## src/rtl/vga_timing_decoder_if.sv

```systemverilog
// Signal bundle between a VGA stream source (master) and vga_timing_decoder (slave).
// With VGA_DECODER_STATS_EN defined it also carries frame_count and err_count.
interface vga_timing_decoder_if;
    logic       pixel_clock_pulse;
    logic       in_Hsync;
    logic       in_Vsync;
    logic [3:0] in_vgaRed;
    logic [3:0] in_vgaGreen;
    logic [3:0] in_vgaBlue;
    logic [3:0] out_vgaRed;
    logic [3:0] out_vgaGreen;
    logic [3:0] out_vgaBlue;
    logic       out_display_on;
    logic [9:0] count_h;
    logic [9:0] count_v;
    logic       frame_start;
    logic       locked;
`ifdef VGA_DECODER_STATS_EN
    logic [15:0] frame_count;
    logic [7:0]  err_count;

    modport master (
        output pixel_clock_pulse, in_Hsync, in_Vsync, in_vgaRed, in_vgaGreen, in_vgaBlue,
        input  out_vgaRed, out_vgaGreen, out_vgaBlue, out_display_on, count_h, count_v,
        input  frame_start, locked, frame_count, err_count
    );
    modport slave (
        input  pixel_clock_pulse, in_Hsync, in_Vsync, in_vgaRed, in_vgaGreen, in_vgaBlue,
        output out_vgaRed, out_vgaGreen, out_vgaBlue, out_display_on, count_h, count_v,
        output frame_start, locked, frame_count, err_count
    );
`else
    modport master (
        output pixel_clock_pulse, in_Hsync, in_Vsync, in_vgaRed, in_vgaGreen, in_vgaBlue,
        input  out_vgaRed, out_vgaGreen, out_vgaBlue, out_display_on, count_h, count_v,
        input  frame_start, locked
    );
    modport slave (
        input  pixel_clock_pulse, in_Hsync, in_Vsync, in_vgaRed, in_vgaGreen, in_vgaBlue,
        output out_vgaRed, out_vgaGreen, out_vgaBlue, out_display_on, count_h, count_v,
        output frame_start, locked
    );
`endif
endinterface

```

## src/rtl/vga_timing_decoder.sv

```systemverilog
// Sink-side VGA timing decoder: recovers pixel coordinates from Hsync/Vsync, checks line/frame
// lengths and locks after LOCK_FRAMES good frames. VGA_DECODER_STATS_EN adds frame/error counters.
//
// state  | meaning
// SEARCH | waiting for a Vsync leading edge to establish frame phase
// TRACK  | counting consecutive good frames toward lock
// LOCKED | timing matches; captured pixels are passed through
module vga_timing_decoder #(
    parameter int H_DISPLAY   = 640,
    parameter int H_SYNC      = 96,
    parameter int H_BACK      = 48,
    parameter int H_TOTAL     = 800,
    parameter int V_DISPLAY   = 480,
    parameter int V_SYNC      = 2,
    parameter int V_BACK      = 33,
    parameter int V_TOTAL     = 525,
    parameter int SYNC_POL    = 0,
    parameter int LOCK_FRAMES = 2
) (
    input logic                 clk,
    input logic                 reset_n,
    vga_timing_decoder_if.slave bus
);
    localparam logic        POL       = (SYNC_POL != 0);
    localparam logic [9:0]  CNT_MAX   = 10'h3ff;
    localparam logic [9:0]  H_OFF     = 10'(H_SYNC + H_BACK);
    localparam logic [9:0]  V_OFF     = 10'(V_SYNC + V_BACK);
    localparam logic [10:0] H_START   = 11'(H_SYNC + H_BACK);
    localparam logic [10:0] H_END     = 11'(H_SYNC + H_BACK + H_DISPLAY);
    localparam logic [10:0] V_START   = 11'(V_SYNC + V_BACK);
    localparam logic [10:0] V_END     = 11'(V_SYNC + V_BACK + V_DISPLAY);
    localparam logic [10:0] H_TOTAL_L = 11'(H_TOTAL);
    localparam logic [10:0] V_TOTAL_L = 11'(V_TOTAL);
    localparam logic [7:0]  LOCK_N    = 8'(LOCK_FRAMES);

    typedef enum logic [1:0] {SEARCH, TRACK, LOCKED} state_t;

    state_t      state;
    logic        hs_prev, vs_prev;
    logic [9:0]  h_cnt, v_cnt;
    logic [9:0]  h_next, v_next;
    logic [10:0] h_meas, v_meas;
    logic [7:0]  match_cnt;
    logic        line_err;
    logic        h_edge, v_edge, err_now, frame_good, drop_lock, active;

    always_comb begin
        h_edge = bus.pixel_clock_pulse && (bus.in_Hsync == POL) && (hs_prev != POL);
        v_edge = bus.pixel_clock_pulse && (bus.in_Vsync == POL) && (vs_prev != POL);
        h_meas = {1'b0, h_cnt} + 11'd1;
        v_meas = {1'b0, v_cnt} + 11'd1;
        h_next = h_cnt;
        v_next = v_cnt;
        if (bus.pixel_clock_pulse) begin
            if (h_edge)
                h_next = '0;
            else if (h_cnt != CNT_MAX)
                h_next = h_cnt + 10'd1;
            // Vsync wins when both edges land on the same pulse
            if (v_edge)
                v_next = '0;
            else if (h_edge && v_cnt != CNT_MAX)
                v_next = v_cnt + 10'd1;
        end
        err_now    = bus.pixel_clock_pulse &&
                     ((h_edge && h_meas != H_TOTAL_L) || h_next == CNT_MAX || v_next == CNT_MAX);
        frame_good = (v_meas == V_TOTAL_L) && !line_err && !err_now;
        drop_lock  = (state == LOCKED) && (err_now || (v_edge && v_meas != V_TOTAL_L));
        active     = ({1'b0, h_next} >= H_START) && ({1'b0, h_next} < H_END) &&
                     ({1'b0, v_next} >= V_START) && ({1'b0, v_next} < V_END);
    end

    assign bus.locked = (state == LOCKED);

    always_ff @(posedge clk or negedge reset_n) begin
        if (!reset_n) begin
            state              <= SEARCH;
            hs_prev            <= ~POL;
            vs_prev            <= ~POL;
            h_cnt              <= '0;
            v_cnt              <= '0;
            match_cnt          <= '0;
            line_err           <= 1'b0;
            bus.frame_start    <= 1'b0;
            bus.out_display_on <= 1'b0;
            bus.out_vgaRed     <= '0;
            bus.out_vgaGreen   <= '0;
            bus.out_vgaBlue    <= '0;
            bus.count_h        <= '0;
            bus.count_v        <= '0;
        end else begin
            bus.frame_start <= 1'b0;
            if (bus.pixel_clock_pulse) begin
                hs_prev         <= bus.in_Hsync;
                vs_prev         <= bus.in_Vsync;
                h_cnt           <= h_next;
                v_cnt           <= v_next;
                bus.frame_start <= v_edge;
                if (v_edge)
                    line_err <= 1'b0;
                else if (err_now)
                    line_err <= 1'b1;

                case (state)
                    SEARCH: begin
                        if (v_edge) begin
                            state     <= TRACK;
                            match_cnt <= '0;
                        end
                    end
                    TRACK: begin
                        if (v_edge) begin
                            if (frame_good) begin
                                if (match_cnt + 8'd1 == LOCK_N) begin
                                    state     <= LOCKED;
                                    match_cnt <= '0;
                                end else begin
                                    match_cnt <= match_cnt + 8'd1;
                                end
                            end else begin
                                match_cnt <= '0;
                            end
                        end
                    end
                    LOCKED: begin
                        if (drop_lock)
                            state <= SEARCH;
                    end
                    default: state <= SEARCH;
                endcase

                if (active && state == LOCKED) begin
                    bus.out_display_on <= 1'b1;
                    bus.out_vgaRed     <= bus.in_vgaRed;
                    bus.out_vgaGreen   <= bus.in_vgaGreen;
                    bus.out_vgaBlue    <= bus.in_vgaBlue;
                    bus.count_h        <= h_next - H_OFF;
                    bus.count_v        <= v_next - V_OFF;
                end else begin
                    bus.out_display_on <= 1'b0;
                    bus.out_vgaRed     <= '0;
                    bus.out_vgaGreen   <= '0;
                    bus.out_vgaBlue    <= '0;
                    bus.count_h        <= '0;
                    bus.count_v        <= '0;
                end
            end
        end
    end

`ifdef VGA_DECODER_STATS_EN
    always_ff @(posedge clk or negedge reset_n) begin
        if (!reset_n) begin
            bus.frame_count <= '0;
            bus.err_count   <= '0;
        end else begin
            if (v_edge)
                bus.frame_count <= bus.frame_count + 16'd1;
            if (bus.pixel_clock_pulse && drop_lock && bus.err_count != 8'hff)
                bus.err_count <= bus.err_count + 8'd1;
        end
    end
`endif
endmodule

```

## src/flat_wrapper.sv

```systemverilog
// flat-port wrapper written by rule: the top's interface ports become plain ports
module vga_timing_decoder_flat 
#(
    parameter int H_DISPLAY   = 640,
    parameter int H_SYNC      = 96,
    parameter int H_BACK      = 48,
    parameter int H_TOTAL     = 800,
    parameter int V_DISPLAY   = 480,
    parameter int V_SYNC      = 2,
    parameter int V_BACK      = 33,
    parameter int V_TOTAL     = 525,
    parameter int SYNC_POL    = 0,
    parameter int LOCK_FRAMES = 2
)
  (clk, reset_n, bus_pixel_clock_pulse, bus_in_Hsync, bus_in_Vsync, bus_in_vgaRed, bus_in_vgaGreen, bus_in_vgaBlue, bus_out_vgaRed, bus_out_vgaGreen, bus_out_vgaBlue, bus_out_display_on, bus_count_h, bus_count_v, bus_frame_start, bus_locked);
  vga_timing_decoder_if bus_i ();
  input logic clk;
  input logic reset_n;
  input wire logic [$bits(bus_i.pixel_clock_pulse)-1:0] bus_pixel_clock_pulse;
  input wire logic [$bits(bus_i.in_Hsync)-1:0] bus_in_Hsync;
  input wire logic [$bits(bus_i.in_Vsync)-1:0] bus_in_Vsync;
  input wire logic [$bits(bus_i.in_vgaRed)-1:0] bus_in_vgaRed;
  input wire logic [$bits(bus_i.in_vgaGreen)-1:0] bus_in_vgaGreen;
  input wire logic [$bits(bus_i.in_vgaBlue)-1:0] bus_in_vgaBlue;
  output wire logic [$bits(bus_i.out_vgaRed)-1:0] bus_out_vgaRed;
  output wire logic [$bits(bus_i.out_vgaGreen)-1:0] bus_out_vgaGreen;
  output wire logic [$bits(bus_i.out_vgaBlue)-1:0] bus_out_vgaBlue;
  output wire logic [$bits(bus_i.out_display_on)-1:0] bus_out_display_on;
  output wire logic [$bits(bus_i.count_h)-1:0] bus_count_h;
  output wire logic [$bits(bus_i.count_v)-1:0] bus_count_v;
  output wire logic [$bits(bus_i.frame_start)-1:0] bus_frame_start;
  output wire logic [$bits(bus_i.locked)-1:0] bus_locked;
  assign bus_i.pixel_clock_pulse = bus_pixel_clock_pulse;
  assign bus_i.in_Hsync = bus_in_Hsync;
  assign bus_i.in_Vsync = bus_in_Vsync;
  assign bus_i.in_vgaRed = bus_in_vgaRed;
  assign bus_i.in_vgaGreen = bus_in_vgaGreen;
  assign bus_i.in_vgaBlue = bus_in_vgaBlue;
  assign bus_out_vgaRed = bus_i.out_vgaRed;
  assign bus_out_vgaGreen = bus_i.out_vgaGreen;
  assign bus_out_vgaBlue = bus_i.out_vgaBlue;
  assign bus_out_display_on = bus_i.out_display_on;
  assign bus_count_h = bus_i.count_h;
  assign bus_count_v = bus_i.count_v;
  assign bus_frame_start = bus_i.frame_start;
  assign bus_locked = bus_i.locked;
  vga_timing_decoder #(.H_DISPLAY(H_DISPLAY), .H_SYNC(H_SYNC), .H_BACK(H_BACK), .H_TOTAL(H_TOTAL), .V_DISPLAY(V_DISPLAY), .V_SYNC(V_SYNC), .V_BACK(V_BACK), .V_TOTAL(V_TOTAL), .SYNC_POL(SYNC_POL), .LOCK_FRAMES(LOCK_FRAMES)) u_core (.clk(clk), .reset_n(reset_n), .bus(bus_i));
endmodule
```

## config.mk

```make
export PLATFORM = sky130hd
export DESIGN_NAME = vga_timing_decoder_flat
export DESIGN_NICKNAME = d
export VERILOG_FILES = /design/src/rtl/vga_timing_decoder_if.sv /design/src/rtl/vga_timing_decoder.sv /design/src/flat_wrapper.sv
export SDC_FILE = /design/constraint.sdc
export NUM_CORES = 1
export LEC_CHECK = 0
export BUFFER_PORTS_ARGS = -buffer_cell sky130_fd_sc_hd__buf_2
export CAP_MARGIN = 25
export CORE_MARGIN = 2
export CORE_UTILIZATION = 64
export CTS_CLUSTER_SIZE = 20
export DETAILED_ROUTE_END_ITERATION = 12
export PLACE_DENSITY = 0.86
export SLEW_MARGIN = 20
export SYNTH_ARGS = -nofsm -noshare
export SYNTH_HDL_FRONTEND = slang
export SYNTH_SLANG_ARGS = --single-unit
export TNS_END_PERCENT = 10
```

## constraint.sdc

```tcl
create_clock -name clk -period 7.5 [get_ports clk]
set_input_delay 0 -clock clk [delete_from_list [all_inputs] [get_ports clk]]
set_output_delay 0 -clock clk [all_outputs]
set_load 0.005 [all_outputs]
```

After elaboration in Yosys (flattened, before gate mapping)
Index checks and enable logic that the tools add are counted.
Operators by class
  bitwise gates (word level): 2
  multiplexer cells: 26
  reductions and logical operators: 26
  magnitude comparators: 4
  $add $sub $neg: 7
  eq/ne operators: 15
Operator list (number)
  $mux 10: 8
  $mux 8: 4
  $add 10x1->11 const B: 2
  $ne 11x10->1 const B: 2
  $add 10x1->10 const B: 2
  $eq 10x10->1 const B: 2
  $lt 10x10->1 const B: 2
  $ne 10x10->1 const B: 2
  $pmux 8 s2: 1
  $logic_and 1x1->1: 15
  $mux 4: 3
  $eq 11x10->1 const B: 1
  $ge 10x6->1 const B: 1
  $ge 10x8->1 const B: 1
  $mux 2: 5
  $ne 2x1->1 const B: 5
  $sub 10x6->10 const B: 1
  $sub 10x8->10 const B: 1
  $add 8x1->8 const B: 1
  $eq 8x2->1 const B: 1
  $pmux 2 s3: 1
  $reduce_and 6->1: 1
  $mux 1: 4
  $reduce_and 4->1: 1
  other kinds (8): 13
Word-level totals
  word-level logic and storage cells: 94
  bits in registers: 67
  bits of input ports: 17
  output and inout bits: 35

Longest topological paths before layout
  depth after elaboration: 15
  depth in mapped cells: 14
  gate-level depth less buffers: 12

Worst setup path before layout
Ideal clock, no wire load.
  path type: flip-flop to flip-flop
  start point: register u_core.v_cnt[0]
  end point: register u_core.bus.count_h[7]
  setup time: 144 ps
  data arrival time: 2681 ps
  clock period less this slack: 2825 ps
  cell stages (with the launch flop): 14
  path buffers: 2
  path slack: 4675 ps
  cells stage by stage: dfrtp_1 > ha_1 > and2_1 > buf_4 > a31oi_4 > mux2i_1 > ha_1 > inv_1 > o31ai_1 > nor4_4 > and4_4 > o211ai_4 > buf_8 > o22ai_2
Between the ends
  cells in the longest elaborated chain, start to end: 10
Ends and longest elaborated chain
  start: declaration: RTL line vga_timing_decoder.sv:40  | logic [9:0] h_cnt, v_cnt;
  start signal: assignment: RTL line vga_timing_decoder.sv:97  | v_cnt <= v_next;
  branches (longest 4 deep; another with $add 10x1->10)
  $mux 10 (*): RTL line vga_timing_decoder.sv:54  | if (bus.pixel_clock_pulse) begin
  named net u_core.v_next[0]: RTL line vga_timing_decoder.sv:41  | logic [9:0] h_next, v_next;
  $ge 10x6->1: RTL line vga_timing_decoder.sv:70  | ({1'b0, v_next} >= V_START) && ({1'b0, v_next} < V_END);
  $logic_and 1x1->1: RTL line vga_timing_decoder.sv:69  | active = ({1'b0, h_next} >= H_START) && ({1'b0, h_next} < H_END) &&
  $logic_and 1x1->1 (*): RTL line vga_timing_decoder.sv:70
  $logic_and 1x1->1 (*): RTL line vga_timing_decoder.sv:132  | if (active && state == LOCKED) begin
  $mux 10 (*): RTL line vga_timing_decoder.sv:132
  end signal: assignment: RTL line vga_timing_decoder.sv:137  | bus.count_h <= h_next - H_OFF;
  end: declaration: RTL line vga_timing_decoder_if.sv:40  | output out_vgaRed, out_vgaGreen, out_vgaBlue, out_display_on, count_h, count_v,
Mark *: on every way through the listed nets, which the timed path passes.
A chain may end at the register's enable or synchronous reset.

Worst setup path in the final report
  start point: register u_core.hs_prev
  end point: register u_core.bus.count_v[6]
Between the ends
  cells in the longest elaborated chain, start to end: 10
Ends and longest elaborated chain
  start: declaration: RTL line vga_timing_decoder.sv:39  | logic hs_prev, vs_prev;
  start signal: assignment: RTL line vga_timing_decoder.sv:78  | hs_prev <= ~POL;
  start signal: assignment: RTL line vga_timing_decoder.sv:94  | hs_prev <= bus.in_Hsync;
  $logic_and 1x1->1 (*): RTL line vga_timing_decoder.sv:48  | h_edge = bus.pixel_clock_pulse && (bus.in_Hsync == POL) && (hs_prev != POL);
  $logic_and 1x1->1 (*): RTL line vga_timing_decoder.sv:62  | else if (h_edge && v_cnt != CNT_MAX)
  $mux 10 (*): RTL line vga_timing_decoder.sv:62
  $mux 10 (*): RTL line vga_timing_decoder.sv:60  | if (v_edge)
  $mux 10 (*): RTL line vga_timing_decoder.sv:54
  named net u_core.v_next[1]: RTL line vga_timing_decoder.sv:41
  $ge 10x6->1: RTL line vga_timing_decoder.sv:70
  $logic_and 1x1->1: RTL line vga_timing_decoder.sv:69
  $logic_and 1x1->1: RTL line vga_timing_decoder.sv:70
  $logic_and 1x1->1: RTL line vga_timing_decoder.sv:132
  $mux 10 (*): RTL line vga_timing_decoder.sv:132
  end signal: assignment: RTL line vga_timing_decoder.sv:138  | bus.count_v <= v_next - V_OFF;
  end: declaration: RTL line vga_timing_decoder_if.sv:40
The timed path passes the listed nets; every way through them passes the cells marked *.

==> flow_metrics.env <==
export IMPL_wl_mm=11.2
export IMPL_cts_buffers=9
export IMPL_grt_max_degree=68
export IMPL_leakagePower_nw=2.33
export IMPL_drtIter0Drc=302
export IMPL_layout_commonest_cell="inv_1"
export IMPL_post_route_util_pct=74.2
export IMPL_clock_root_buffer="clkbuf_8"
export IMPL_grt_setup_unrepaired="false"
export IMPL_hold_violations=0
export IMPL_start_util_pct=66.0
export IMPL_io_buffer_count=51
export IMPL_slowest_stage="and3b_1"
export IMPL_ios=52
export IMPL_vias=3871
export IMPL_multi_input_area_um2=2360
export IMPL_drc=0
export IMPL_cp_cell_sequence="and3b_1 > o31ai_4 > mux2i_1 > ha_1 > inv_1 > o31ai_1 > nor4_4 > o22ai_2 > o211ai_4 > buf_4 > o22ai_2"
export IMPL_fillerInstances=463
export IMPL_regArea_um2=1680
export IMPL_syn2layout_area_growth_pct=12.4
export IMPL_mostFrequentLayoutCells="inv_1 (69), dfrtp_1 (65), buf_2 (51), nand2_1 (30), o22ai_2 (30)"
export IMPL_n_antenna_cell=0
export IMPL_worst_ir_drop_vdd_mv=0.111
export IMPL_fin_crit_sh_pct=47.9
export IMPL_worstMarginPinSlew_ns=0.855
export IMPL_fin_worst_skew_ns=0.0124
export IMPL_hold_path_end="u_core.bus.count_h[0]$_DFFE_PN0P_"
export IMPL_cp_top_family="compound AO/OA/AOI/OAI gates"
export IMPL_ff2ff_path_depth=11
export IMPL_grtUsageTotal_pct=30.9
export IMPL_coreArea_um2=6790
export IMPL_grt_pass1_vias=3773
export IMPL_status="finished, final reports clean"
export IMPL_clkTransAtPathRegs_ns=0.08
export IMPL_avgSynthCellArea_um2=9.71
export IMPL_cap_violations=0
export IMPL_grt_ovfl_total=0
export IMPL_die_area_um2=7690
export IMPL_routed_via_density=6.28
export IMPL_slew_violations=0
export IMPL_synth_edf_count=0
export IMPL_drt_pass1_iterations=5
export IMPL_worstPathArrival_ns=3.80
export IMPL_hp_start="bus_pixel_clock_pulse"
export IMPL_netlist_area_um2=4480
export IMPL_synth_top_cell_area_share_pct=36.3
export IMPL_setup_violations=0
export IMPL_nNetsFinal=541
export IMPL_timing_rr_start="u_core.hs_prev$_DFFE_PN1P_"
export IMPL_max_freq_mhz=278
export IMPL_netlist_instances=462
export IMPL_hold_path_cell_count=3
export IMPL_synth_top_cell_by_area="dfrtp_1"
export IMPL_hold_path_class="input pin to flip-flop"
export IMPL_worstSkewPairLatency_ns=0.36
export IMPL_globalplace_congestion=0.897
export IMPL_ys_seq_elements=67
export IMPL_crit_fanout=33
export IMPL_hpwlAfterDp_mm=7.42
export IMPL_crit_top_cell="o22ai_2"
export IMPL_grt_pass1_wl_mm=18.4
export IMPL_reg2reg_to="u_core.bus.count_v[6]$_DFFE_PN0P_"
export IMPL_required_ns=7.71
export IMPL_tns_ns=0
export IMPL_path_buf_inv=2
export IMPL_synthFlopType="dfrtp_1"
export IMPL_cts_tree="yes"
export IMPL_start_kind="flip-flop"
export IMPL_die_h_um=87.7
export IMPL_fin_crit_ns=3.59
export IMPL_max_stage_delay_ns=0.67
export IMPL_yosys_warnings=0
export IMPL_cts_sinks=67
export IMPL_crit_path_end_kind="flip-flop"
export IMPL_synth_cell_types=79
export IMPL_synth_nets=488
export IMPL_chipWidth_um=87.7
export IMPL_synth_area_leaders="dfrtp_1 (36%), o22ai_2 (8.4%), inv_1 (5.8%), ha_1 (2.5%), nand2_1 (2.5%)"
export IMPL_post_drt_wl_per_cell_um=18.1
export IMPL_clockBufferDepth=2
export IMPL_cts_htree_levels=3
export IMPL_num_rows=30
export IMPL_r2r_slack_ns=3.91
export IMPL_yosysSeqAreaShare_pct=37.4
export IMPL_maxSlewHeadroom_pct=43.0
export IMPL_grt_antenna_before_repair=0
export IMPL_drive_gt1_share_pct=26.2
export IMPL_ant_nets=0
export IMPL_ys_async_sr_fraction_pct=100
export IMPL_worstSetupPathType="flip-flop to flip-flop"
export IMPL_powerDensity_nw_per_um2=179
## cell type report
class	instances	share of cell area, %
Timing Repair Buffer	69	8.49
Tap cell	96	2.38
Sequential cell	67	33.3
Inverter	70	5.21
Clock inverter	6	1.29
Multi-Input combinational cell	298	46.8
Clock buffer	10	2.53
## what timing repair did
item | in CTS | in global routing
hold endpoints to repair | 79 | 0
resized for setup | 0 | 0
setup buffers | 0 | 0
hold buffers | 15 | 0
## per-stage QoR
| stage | area [um^2] | power (mW) | cells | worst slack (ns) | hold slack (ns) |
|---|---|---|---|---|---|
| 3_5_place_dp | 4700 | 0.591 | 585 | 3.73 | 0.231 |
| 4_1_cts | 5040 | 0.901 | 616 | 3.96 | 0.309 |
| 5_1_grt | 5040 | 0.946 | 616 | 3.66 | 0.349 |
| 6_report | 5040 | 0.901 | 616 | 3.91 | 0.325 |
| 3_3_place_gp | 4700 | 0.581 | 585 | 3.89 | 0.224 |
| 2_1_floorplan | 4480 | 0.540 | 462 | 4.68 | -0.296 |
## power by group
part / total [mW] / switching (mW) / internal, mW / leakage, nW
Sequential: 0.420 / 0.0398 / 0.381 / 0.918
Clock: 0.307 / 0.153 / 0.154 / 0.0966
Combinational: 0.173 / 0.107 / 0.0662 / 1.32
Total: 0.901 / 0.300 / 0.601 / 2.33
## sequential cells by signal, summed over array words and instances (netlist names)
name and count:
u_core.match_cnt 8, u_core.bus.out_vgaRed 4, u_core.bus.frame_start 1, u_core.line_err 1, u_core.hs_prev 1, u_core.v_cnt 10
u_core.bus.out_display_on 1, u_core.bus.count_v 10, u_core.bus.count_h 10, u_core.state 2, u_core.bus.out_vgaGreen 4, u_core.vs_prev 1
u_core.bus.out_vgaBlue 4, u_core.h_cnt 10
## worst max-delay path by stage
stage                                      startpoint                                   end  slack, ns  cells past startpoint
after floorplan           u_core.v_cnt[0]$_DFFE_PN0P_     u_core.bus.count_h[7]$_DFFE_PN0P_       4.68                     13
after global placement          bus_pixel_clock_pulse     u_core.bus.count_v[7]$_DFFE_PN0P_       3.89                     13
after detailed placement        bus_pixel_clock_pulse  u_core.bus.out_vgaRed[3]$_DFFE_PN0P_       3.73                     13
after CTS                  u_core.hs_prev$_DFFE_PN1P_  u_core.bus.out_vgaRed[3]$_DFFE_PN0P_       3.96                     11
after global routing       u_core.hs_prev$_DFFE_PN1P_  u_core.bus.out_vgaRed[3]$_DFFE_PN0P_       3.66                     11
final                      u_core.hs_prev$_DFFE_PN1P_     u_core.bus.count_v[6]$_DFFE_PN0P_       3.91                     11
## kinds of logic (layout without fill, tap and decap cells)
family / count (synthesis) / after routing / synth area share (%)
and+or+nand+nor: 133 / 133 / 18.4
AOI/OAI and AO/OA: 131 / 131 / 26.4
buffers and inverters: 97 / 155 / 9.96
DFF: 67 / 67 / 37.4
xor gates and xnor gates: 15 / 15 / 2.93
muxes: 10 / 10 / 2.34
adders and majority gates: 9 / 9 / 2.51
## worst min-delay path, delay by kind of cell
kind | cells | cell delay (ns)
buffers and inverters | 2 | 0.42
AO/OA/AOI/OAI | 1 | 0.17
## cells in the mapped netlist (4+ instances only)
cell type	n
nand3_1	18
and3_1	8
clkbuf_1	7
ha_1	9
nand2_1	30
xnor2_1	10
nor2_1	14
mux2i_1	6
a31oi_1	8
a21oi_1	22
o31ai_1	5
o211ai_1	6
nor2b_1	4
nand4_1	5
buf_2	8
a41oi_1	4
xor2_1	5
nor4_2	4
o21ai_0	14
dfrtp_1	65
nor3_1	8
nand2b_1	4
buf_4	6
nor4_1	6
inv_1	69
and4_1	5
and2_1	4
mux2_2	4
o22ai_2	30
## routing by layer
metal	wire, um	vias up	global-route usage, %
li1	-	1778	-
met1	4610	1876	40.4
met2	5510	184	49.8
met3	719	33	6.03
met4	318	0	14.3
met5	0	-	0
Power figures use the tool's default switching activity.
